--- config.mk ---
export PLATFORM = sky130hd
export DESIGN_NAME = cache_mem_arbiter_flat
export DESIGN_NICKNAME = d
export VERILOG_FILES = /design/src/rtl/cache_mem_arbiter_if.sv /design/src/rtl/cache_mem_arbiter.sv /design/src/flat_wrapper.sv
export SDC_FILE = /design/constraint.sdc
export NUM_CORES = 1
export LEC_CHECK = 0
export CAP_MARGIN = 10
export CORE_ASPECT_RATIO = 1.25
export CORE_UTILIZATION = 40
export DETAILED_ROUTE_END_ITERATION = 8
export GPL_ROUTABILITY_DRIVEN = 0
export HOLD_SLACK_MARGIN = 0.06
export PLACE_DENSITY_LB_ADDON = 0.1
export SETUP_SLACK_MARGIN = 0.05
export SYNTH_ARGS = -nofsm -noshare
export SYNTH_HDL_FRONTEND = slang
export SYNTH_SLANG_ARGS = --single-unit
--- constraint.sdc ---
create_clock -name clk -period 1.6 [get_ports clk]
set_input_delay 0.48 -clock clk [delete_from_list [all_inputs] [get_ports clk]]
set_output_delay 0.48 -clock clk [all_outputs]
set_load 0.01 [all_outputs]
--- src/rtl/cache_mem_arbiter_if.sv ---
// cache_mem_arbiter_if: one valid/ready request channel (command out, completion back).
// The same shape carries each cache's private channel and the shared memory channel.
// The master drives the command and the slave answers with ready/rdata.
interface cache_mem_arbiter_if #(
  parameter int unsigned ADDR_W = 32,
  parameter int unsigned DATA_W = 32
);
  logic              valid;
  logic              wr;
  logic [ADDR_W-1:0] addr;
  logic [DATA_W-1:0] wdata;
  logic              ready;
  logic [DATA_W-1:0] rdata;

  modport master (
    output valid, wr, addr, wdata,
    input  ready, rdata
  );

  modport slave (
    input  valid, wr, addr, wdata,
    output ready, rdata
  );
endinterface

--- src/rtl/cache_mem_arbiter.sv ---
// cache_mem_arbiter: shares one memory port between the I-cache and D-cache engines.
// One requester is served at a time. The command is registered onto the memory channel,
// and the requester gets its read data plus a one-cycle ready pulse.
// Every output is a flop. A RESP cycle after each completion lets the requester drop or
// replace its valid.
// Optional feature: define ARB_ROUND_ROBIN_EN for alternating priority on simultaneous
// requests. The default build uses fixed priority, and the D-cache wins ties.
module cache_mem_arbiter #(
  parameter int unsigned ADDR_W = 32,
  parameter int unsigned DATA_W = 32
) (
  input  logic                       clk,
  input  logic                       rst,
  cache_mem_arbiter_if.slave         i_req,
  cache_mem_arbiter_if.slave         d_req,
  cache_mem_arbiter_if.master        mem,
  output logic                       busy
);

  typedef enum logic [1:0] {
    StIdle   = 2'd0,
    StServeI = 2'd1,
    StServeD = 2'd2,
    StResp   = 2'd3
  } state_e;

  state_e            state_q, state_d;
  // Grant history: 1 when the D-cache was the last requester served.
  logic              last_d_q, last_d_d;
  logic              mem_valid_q, mem_valid_d;
  logic              mem_wr_q, mem_wr_d;
  logic [ADDR_W-1:0] mem_addr_q, mem_addr_d;
  logic [DATA_W-1:0] mem_wdata_q, mem_wdata_d;
  logic              i_ready_q, i_ready_d;
  logic              d_ready_q, d_ready_d;
  logic [DATA_W-1:0] i_rdata_q, i_rdata_d;
  logic [DATA_W-1:0] d_rdata_q, d_rdata_d;
  logic              busy_q, busy_d;
  logic              pick_d;

  // Winner selection, used only when at least one request is valid in IDLE
  always_comb begin
`ifdef ARB_ROUND_ROBIN_EN
    // On a tie, pick the requester not served last. A lone requester always wins.
    pick_d = d_req.valid & (~i_req.valid | ~last_d_q);
`else
    pick_d = d_req.valid;
`endif
  end

  // Next-state and next-output computation
  always_comb begin
    state_d     = state_q;
    last_d_d    = last_d_q;
    mem_valid_d = mem_valid_q;
    mem_wr_d    = mem_wr_q;
    mem_addr_d  = mem_addr_q;
    mem_wdata_d = mem_wdata_q;
    i_ready_d   = 1'b0;
    d_ready_d   = 1'b0;
    i_rdata_d   = i_rdata_q;
    d_rdata_d   = d_rdata_q;

    unique case (state_q)
      StIdle: begin
        if (i_req.valid || d_req.valid) begin
          mem_valid_d = 1'b1;
          if (pick_d) begin
            mem_wr_d    = d_req.wr;
            mem_addr_d  = d_req.addr;
            mem_wdata_d = d_req.wdata;
            state_d     = StServeD;
          end else begin
            mem_wr_d    = i_req.wr;
            mem_addr_d  = i_req.addr;
            mem_wdata_d = i_req.wdata;
            state_d     = StServeI;
          end
        end
      end
      StServeI: begin
        // Completion is driven by memory alone. A dropped i_req.valid does not abort.
        if (mem.ready) begin
          mem_valid_d = 1'b0;
          i_rdata_d   = mem_wr_q ? '0 : mem.rdata;
          i_ready_d   = 1'b1;
          last_d_d    = 1'b0;
          state_d     = StResp;
        end
      end
      StServeD: begin
        if (mem.ready) begin
          mem_valid_d = 1'b0;
          d_rdata_d   = mem_wr_q ? '0 : mem.rdata;
          d_ready_d   = 1'b1;
          last_d_d    = 1'b1;
          state_d     = StResp;
        end
      end
      StResp: begin
        // Recovery cycle: requests are not sampled here.
        state_d = StIdle;
      end
      default: begin
        state_d = StIdle;
      end
    endcase

    busy_d = (state_d != StIdle);
  end

  // State and registered-output update with synchronous reset
  always_ff @(posedge clk) begin
    if (rst) begin
      state_q     <= StIdle;
      last_d_q    <= 1'b0;
      mem_valid_q <= 1'b0;
      mem_wr_q    <= 1'b0;
      mem_addr_q  <= '0;
      mem_wdata_q <= '0;
      i_ready_q   <= 1'b0;
      d_ready_q   <= 1'b0;
      i_rdata_q   <= '0;
      d_rdata_q   <= '0;
      busy_q      <= 1'b0;
    end else begin
      state_q     <= state_d;
      last_d_q    <= last_d_d;
      mem_valid_q <= mem_valid_d;
      mem_wr_q    <= mem_wr_d;
      mem_addr_q  <= mem_addr_d;
      mem_wdata_q <= mem_wdata_d;
      i_ready_q   <= i_ready_d;
      d_ready_q   <= d_ready_d;
      i_rdata_q   <= i_rdata_d;
      d_rdata_q   <= d_rdata_d;
      busy_q      <= busy_d;
    end
  end

  assign mem.valid   = mem_valid_q;
  assign mem.wr      = mem_wr_q;
  assign mem.addr    = mem_addr_q;
  assign mem.wdata   = mem_wdata_q;
  assign i_req.ready = i_ready_q;
  assign i_req.rdata = i_rdata_q;
  assign d_req.ready = d_ready_q;
  assign d_req.rdata = d_rdata_q;
  assign busy        = busy_q;

endmodule

--- src/flat_wrapper.sv ---
// flat-port wrapper written by rule: the top's interface ports become plain ports
module cache_mem_arbiter_flat 
#(
  parameter int unsigned ADDR_W = 32,
  parameter int unsigned DATA_W = 32
)
  (clk, rst, busy, i_req_valid, i_req_wr, i_req_addr, i_req_wdata, i_req_ready, i_req_rdata, d_req_valid, d_req_wr, d_req_addr, d_req_wdata, d_req_ready, d_req_rdata, mem_valid, mem_wr, mem_addr, mem_wdata, mem_ready, mem_rdata);
  cache_mem_arbiter_if #(.ADDR_W(ADDR_W), .DATA_W(DATA_W)) i_req_i ();
  cache_mem_arbiter_if #(.ADDR_W(ADDR_W), .DATA_W(DATA_W)) d_req_i ();
  cache_mem_arbiter_if #(.ADDR_W(ADDR_W), .DATA_W(DATA_W)) mem_i ();
  input  logic clk;
  input  logic rst;
  output logic busy;
  input wire logic [$bits(i_req_i.valid)-1:0] i_req_valid;
  input wire logic [$bits(i_req_i.wr)-1:0] i_req_wr;
  input wire logic [$bits(i_req_i.addr)-1:0] i_req_addr;
  input wire logic [$bits(i_req_i.wdata)-1:0] i_req_wdata;
  output wire logic [$bits(i_req_i.ready)-1:0] i_req_ready;
  output wire logic [$bits(i_req_i.rdata)-1:0] i_req_rdata;
  input wire logic [$bits(d_req_i.valid)-1:0] d_req_valid;
  input wire logic [$bits(d_req_i.wr)-1:0] d_req_wr;
  input wire logic [$bits(d_req_i.addr)-1:0] d_req_addr;
  input wire logic [$bits(d_req_i.wdata)-1:0] d_req_wdata;
  output wire logic [$bits(d_req_i.ready)-1:0] d_req_ready;
  output wire logic [$bits(d_req_i.rdata)-1:0] d_req_rdata;
  output wire logic [$bits(mem_i.valid)-1:0] mem_valid;
  output wire logic [$bits(mem_i.wr)-1:0] mem_wr;
  output wire logic [$bits(mem_i.addr)-1:0] mem_addr;
  output wire logic [$bits(mem_i.wdata)-1:0] mem_wdata;
  input wire logic [$bits(mem_i.ready)-1:0] mem_ready;
  input wire logic [$bits(mem_i.rdata)-1:0] mem_rdata;
  assign i_req_i.valid = i_req_valid;
  assign i_req_i.wr = i_req_wr;
  assign i_req_i.addr = i_req_addr;
  assign i_req_i.wdata = i_req_wdata;
  assign i_req_ready = i_req_i.ready;
  assign i_req_rdata = i_req_i.rdata;
  assign d_req_i.valid = d_req_valid;
  assign d_req_i.wr = d_req_wr;
  assign d_req_i.addr = d_req_addr;
  assign d_req_i.wdata = d_req_wdata;
  assign d_req_ready = d_req_i.ready;
  assign d_req_rdata = d_req_i.rdata;
  assign mem_valid = mem_i.valid;
  assign mem_wr = mem_i.wr;
  assign mem_addr = mem_i.addr;
  assign mem_wdata = mem_i.wdata;
  assign mem_i.ready = mem_ready;
  assign mem_i.rdata = mem_rdata;
  cache_mem_arbiter #(.ADDR_W(ADDR_W), .DATA_W(DATA_W)) u_core (.clk(clk), .rst(rst), .i_req(i_req_i), .d_req(d_req_i), .mem(mem_i), .busy(busy));
endmodule
After elaboration in Yosys (flattened, before gate mapping):

Cells that the tools add are included.

* equality and inequality tests: 5
* mux-type cells: 12
* bitwise logic cells: 2
* reductions and logical operators: 11

Operator list (number)
* $mux W32: 3
* $mux W2: 3
* $pmux W2 S3: 1
* $reduce_and A2 Y1: 3
* $reduce_or A2 Y1: 3
* $eq A2 B2 Y1 const B: 2
* $mux W1: 4
* $ne A2 B1 Y1 const B: 2
* $reduce_bool A2 Y1: 2
* $reduce_and A3 Y1: 1
* $eq A2 B1 Y1 const B: 1
* $logic_not A2 Y1: 1
* $not A1 Y1: 2
* $pmux W1 S2: 1
* $logic_or A1 B1 Y1: 1

* register bits: 135
* input bits: 167
* output and inout bits: 133
* logic and storage cells: 40

Longest topological paths before layout:

Gate-level depths: netlist of the first run.

* depth after elaboration: 4
* depth in mapped cells: 7
* depth with buffers taken out: 5

Worst setup path before layout of the first run:

No wires, ideal clock.

* path type: input to register
* from: input d_req_valid
* to: register u_core.mem_addr_q[17], in the netlist u_core.mem.addr[17]
* setup time: 0.146 ns
* arrival time: 1.264 ns
* required time: 1.454 ns
* setup slack: 0.190 ns
* stages: 6
* buffers on the path: 3
* cells stage by stage: buf_2 > o21a_2 > buf_6 > buf_4 > nor2_1 > a211oi_2

* word-level cells in the longest chain between the ends: 2
* elaborated cells between the ends (all ways): 3
* those cells by class: mux: 1; reduce/logical: 2

Ends and longest elaborated chain
* start: declaration: RTL line flat_wrapper.sv:20 `input wire logic [$bits(d_req_i.valid)-1:0] d_req_valid;`
* $logic_or A1 B1 Y1: RTL line cache_mem_arbiter.sv:66 `if (i_req.valid || d_req.valid) begin`
* $reduce_and A2 Y1 (no line)
* end signal: assignment: RTL line cache_mem_arbiter.sv:131 `mem_addr_q <= mem_addr_d;`
* end: declaration: RTL line cache_mem_arbiter.sv:32 `logic [ADDR_W-1:0] mem_addr_q, mem_addr_d;`

Parallel ways exist; a longest one is shown, timed or not.
A chain may end at the register's enable or synchronous reset.

Worst setup path after layout of the first run:

* from: register u_core.mem_wdata_q[30], in the netlist u_core.mem.wdata[30]
* to: output mem_wdata[30]

RTL lines
* start: declaration: RTL line cache_mem_arbiter.sv:33 `logic [DATA_W-1:0] mem_wdata_q, mem_wdata_d;`
* start signal: assignment: RTL line cache_mem_arbiter.sv:132 `mem_wdata_q <= mem_wdata_d;`
* end: declaration: RTL line flat_wrapper.sv:29 `output wire logic [$bits(mem_i.wdata)-1:0] mem_wdata;`

No word-level cell between the ends.

==> results.toml, run 1 <==
[status]
status = "finished, final reports clean"

[job]
drv_cap = 0

[timing]
whs_ns = 0.366
period_needed_ns = 1.52
fmax_mhz = 660
worst_slack_ns = 0.0841
worstMarginPinSlew_ns = 0.374
report.final.slew_viol_count = 0
clock_skew_ns = 0.00756
fin_tns_setup_ns = 0
report.final.hold_viol_count = 0
rsz0062_at_grt = "yes"
max-slew-margin-rel_pct = 75.0
setup_viol = 0
min_period_over_period_pct = 94.7

[layout]
n_antenna_cell = 0
nets = 1096
layout.cells.non_filler = 1115
final_util_pct = 66.5
final_area_sq_mm = 0.00958
area_delta_synth_final_pct = 61.9
fillers = 1232
drive_gt1_share_pct = 13.3

[clock_network]
cts.sinks = 135
clk_latency_ns = 0.41
cts_buffers = 17
clk_pin_slew_worst_paths_ns = 0.06
postCtsSetupBuffers = 0
hold_buffers = 0
clockBufferDepth = 2
clockRootBuffer = "clkbuf_16"
cts_tree = "built"
htreeDepth = 4

[critical_path]
cp.arrival_ns = 1.04
critPathMaxStageDelay_ns = 0.34
cp-end-kind = "output port"
r2r_start = "u_core.state_q[1]"
start_kind = "register"
worst_path_max_delay_cell = "dfxtp_1"
crit_fanout = 2
reg2regPathDepth = 6
reg2reg_slack_ns = 0.12
crit_chain = "dlygate4sd2_1"
worstReg2RegEnd = "u_core.mem.wdata[26]"
path_buf_inv = 1
crit_required_ns = 1.12
crit_type = "register to output port"
cpLargestDelayFamily = "flip-flops"

[logic_synthesis]
synth-xor-area-share_pct = 0
synthArstFlopShare_pct = 0
ys_seq_elements = 135
muxShareOfSynthArea_pct = 11.0
yosysSeqAreaShare_pct = 45.7
synth_top_family_by_area = "compound AO/OA/AOI/OAI gates"
synth_area_sq_mm = 0.00591
yosys-top-cells-count = "dfxtp_1, nand2_1, nor2_1"
synth-edff-count = 0
yosysMostFrequentCell = "dfxtp_1"
yosysWarnings = 0
yosys.area.top_type = "dfxtp_1"
syn_area_per_cell_sq_um = 9.26
synth_fa_ha_area_share_pct = 1.06
synth.net_count = 811
synth_compound_area_share_pct = 19.7
synthCells = 639
synthSimpleGateAreaFrac_pct = 16.9
synthDistinctLibCells = 25
synth_area_leaders = "dfxtp_1, a211oi_2, mux2i_1, nand2_1, a21oi_1"
synth_top_area_share_pct = 45.7
ys.flop_type = "dfxtp_1"

[placement]
placed_area_sq_mm = 0.00911
dp.cells = 1083
io_buffer_count = 299
dp_slack_ns = -0.216
dp_hpwl_um = 13300

[floorplanning]
num_rows = 49
die-area_sq_mm = 0.0153
die_h_um = 138
core_area_sq_mm = 0.0144
ios = 300
initial_utilization_pct = 41.1
die_w_um = 111

[power_and_ir_drop]
p_leak_nw = 4.01
peakVddDrop_uv = 617
power_density_mw_per_mm2 = 1160
p_total_mw = 11.1

[global_routing]
antenna_found_initial = 0
grt_pass1_vias = 5334
grtUsageTotal_pct = 22.6
grt_overflow = 0
grt_pass1_wl_um = 27200
grt_max_degree = 64

[route]
drt-initial-drc-count = 154
num_vias = 5490
drt-total-wl_um = 17700
wl_per_cell_um = 15.9
ant_nets = 0
dr.pass1.iters = 4
viasPerCell = 4.92
route.detailed.drc = 0

[hold_path]
min_from = "rst"
hold_class = "primary input to register"
holdPathStages = 2
min_to = "u_core.mem.wdata[1]"
-- where the power goes --
part	internal [mW]	total [mW]	switching (mW)
sequential	3.81	4.03	0.219
combinational	1.54	3.19	1.65
clock	2.35	3.86	1.50
-- logic make-up after synthesis --
kind of cell / count (synthesis)
AND/OR/NAND/NOR: 240
AO/OA/AOI/OAI: 137
flip-flops: 135
multiplexers: 65
buffers and inverters: 57
adder cells (fa/ha/maj): 5
-- cells in the final DEF, fill, tap and decap left out, types with 3 or more instances in the layout --
master and instances:
clkinv_4 3, clkdlybuf4s50_1 164, ha_1 5, inv_6 3
dfxtp_1 134, inv_1 3, clkbuf_16 17, buf_4 11
nand2_1 130, a211oi_2 61, clkdlybuf4s15_1 46, clkinvlp_4 4
clkbuf_2 7, a211oi_1 4, nor2_1 71, buf_12 12
a21oi_1 66, mux2i_1 65, nor2b_1 32, dlygate4sd2_1 80
-- flip-flops by register name, indices dropped and copies added (netlist names), 2 cells and up --
| name | flops |
|---|---|
| u_core.mem.wdata | 32 |
| u_core.d_req.rdata | 32 |
| u_core.mem.addr | 32 |
| u_core.state_q | 2 |
| u_core.i_req.rdata | 32 |
-- metal layers --
layer	vias up	GRT usage, %	wire length [um]	part of all wire (%)
met5	-	0	0	0
met4	0	8.67	279	1.6
met3	17	8.78	1530	8.6
met2	205	40.9	9280	52
met1	2524	23.8	6610	37
li1	2744	-	-	-
-- worst max path at each step --
stage                                       to                 start  slack [ns]  depth (start not counted)
after floorplan            u_core.mem.addr[17]           d_req_valid        0.19                          6
after global placement           u_core.mem.wr           i_req_valid       -0.20                          4
after detailed placement  u_core.mem.wdata[26]           i_req_valid       -0.22                          5
after CTS                         mem_wdata[2]   u_core.mem.wdata[2]        0.02                          1
after global routing       u_core.mem.addr[14]     u_core.state_q[1]        0.03                          6
final                            mem_wdata[30]  u_core.mem.wdata[30]        0.08                          1
-- final cells by class --
class	instances	area [sq um]	share of cell area, %
Clock buffer	19	443	4.63
Clock inverter	13	148	1.54
Timing Repair Buffer	320	3160	33.0
Multi-Input combinational cell	447	2890	30.1
Inverter	3	11.3	0.118
Sequential cell	135	2700	28.2
Tap cell	178	223	2.33
-- timing repair --
item / 4_1_cts / 5_1_grt
setup endpoints to repair: 133 / 81
gates resized for setup: 147 / 48
pin swaps: 0 / 0
(Power assumes the default switching activity.)
==> run 2, diff against run 1 <==
--- a/config.mk
+++ b/config.mk
@@ -7,6 +7,7 @@
 export LEC_CHECK = 0
 export CAP_MARGIN = 10
 export CORE_ASPECT_RATIO = 1.25
+export CORE_MARGIN = 5
 export CORE_UTILIZATION = 40
 export DETAILED_ROUTE_END_ITERATION = 8
 export GPL_ROUTABILITY_DRIVEN = 0
==> results.toml, run 2 (synthesis results as in run 1) <==
[status]
status = "finished, final reports clean"

[timing]
period_needed_ns = 1.52
worstMarginPinSlew_ns = 0.393
report.final.slew_viol_count = 0
min_period_over_period_pct = 94.8
setup_viol = 0
fin_tns_setup_ns = 0
clock_skew_ns = 0.00749
report.final.hold_viol_count = 0
worst_slack_ns = 0.0834
max-slew-margin-rel_pct = 73.8
rsz0062_at_grt = "no"
fmax_mhz = 659

[route]
drt-total-wl_um = 18900
num_vias = 5551
viasPerCell = 4.95
dr.pass1.iters = 5
wl_per_cell_um = 16.8
route.detailed.drc = 0
drt-initial-drc-count = 157
ant_nets = 0

[floorplanning]
core_area_sq_mm = 0.0145
ios = 300
initial_utilization_pct = 40.9
die-area_sq_mm = 0.0173
num_rows = 49
die_h_um = 146
die_w_um = 119

[placement]
dp_slack_ns = -0.279
dp_hpwl_um = 14600
placed_area_sq_mm = 0.00916
io_buffer_count = 299

[global_routing]
grt_overflow = 0
grt_pass1_vias = 5638
grt_pass1_wl_um = 29800
antenna_found_initial = 0
grt_max_degree = 62
grtUsageTotal_pct = 21.3

[power_and_ir_drop]
power_density_mw_per_mm2 = 1150
p_leak_nw = 4.07
peakVddDrop_uv = 644
p_total_mw = 11.0

[critical_path]
start_kind = "register"
crit_required_ns = 1.12
crit_type = "register to output port"
crit_fanout = 2
path_buf_inv = 1
worst_path_max_delay_cell = "dfxtp_1"
reg2reg_slack_ns = 0.16
worstReg2RegEnd = "u_core.mem.wdata[22]"
critPathMaxStageDelay_ns = 0.33
cp.arrival_ns = 1.04
cpLargestDelayFamily = "flip-flops"
crit_chain = "dlygate4sd2_1"
r2r_start = "u_core.state_q[0]"
cp-end-kind = "output port"
reg2regPathDepth = 6

[hold_path]
min_to = "u_core.mem.addr[29]"
holdPathStages = 2
min_from = "rst"
hold_class = "primary input to register"

[layout]
n_antenna_cell = 0
area_delta_synth_final_pct = 62.3
fillers = 1231
final_util_pct = 66.4
final_common_cell = "clkdlybuf4s50_1"
final_area_sq_mm = 0.00960
drive_gt1_share_pct = 14.2
nets = 1105
layout_common_cells = "clkdlybuf4s50_1, dfxtp_1, nand2_1"

[clock_network]
clockRootBuffer = "clkbuf_16"
cts_tree = "built"
cts_buffers = 17
cts.sinks = 135
clockBufferDepth = 2
htreeDepth = 4
clk_latency_ns = 0.41
postCtsSetupBuffers = 0
hold_buffers = 0
clk_pin_slew_worst_paths_ns = 0.05

[job]
drv_cap = 0
-- run 2: layout make-up --
| cell class | instances | area [sq um] | area share, % |
|---|---|---|---|
| timing repair buffer | 329 | 3200 | 33.3 |
| multi-input combinational | 447 | 2880 | 30.0 |
| sequential | 135 | 2710 | 28.2 |
| clock buffer | 19 | 453 | 4.72 |
| tap | 178 | 223 | 2.32 |
| clock inverter | 11 | 126 | 1.32 |
| inverter | 3 | 11.3 | 0.117 |
-- run 2: how the worst max path moves through the flow --
stage | startpoint | endpoint | slack (ns) | depth (start not counted)
6_report | u_core.mem.wdata[19] | mem_wdata[19] | 0.08 | 1
5_1_grt | u_core.d_req.rdata[21] | d_req_rdata[21] | 0.05 | 1
4_1_cts | u_core.i_req.rdata[0] | i_req_rdata[0] | 0.04 | 1
3_5_place_dp | i_req_valid | u_core.mem.wdata[22] | -0.28 | 5
3_3_place_gp | i_req_valid | u_core.mem.wr | -0.18 | 5
2_1_floorplan | d_req_valid | u_core.mem.addr[17] | 0.19 | 6
-- run 2: layer usage --
| layer | global-route usage (%) | part of all wire, % | vias to the layer above |
|---|---|---|---|
| li1 | - | - | 2757 |
| met1 | 23.4 | 39 | 2563 |
| met2 | 37.7 | 51 | 203 |
| met3 | 7.81 | 7.7 | 28 |
| met4 | 7.19 | 2.2 | 0 |
| met5 | 0 | 0 | - |
-- run 2: per-stage QoR --
stage	hold slack, ns	std cells
after floorplan	0.481	639
after global placement	0.442	1092
after detailed placement	0.448	1092
after CTS	0.376	1122
after global routing	0.385	1122
final	0.389	1122
-- run 2: repair_timing --
item,CTS,global route
gates cloned,0,0
setup endpoints to repair,133,86
resized for setup,136,49
-- run 2: power breakdown --
group	switching, mW	leakage (nW)	internal (mW)
sequential	0.211	1.11	3.81
clock	1.43	0.273	2.36
combinational	1.67	2.68	1.54
total	3.31	4.07	7.71
==> run 3, diff against run 2 <==
--- a/config.mk
+++ b/config.mk
@@ -5,6 +5,7 @@
 export SDC_FILE = /design/constraint.sdc
 export NUM_CORES = 1
 export LEC_CHECK = 0
+export ABC_CLOCK_PERIOD_IN_PS = 1600
 export CAP_MARGIN = 10
 export CORE_ASPECT_RATIO = 1.25
 export CORE_MARGIN = 5
==> results of run 3 <==
The final DEF is identical to that of run 2; final timing and power are the same.
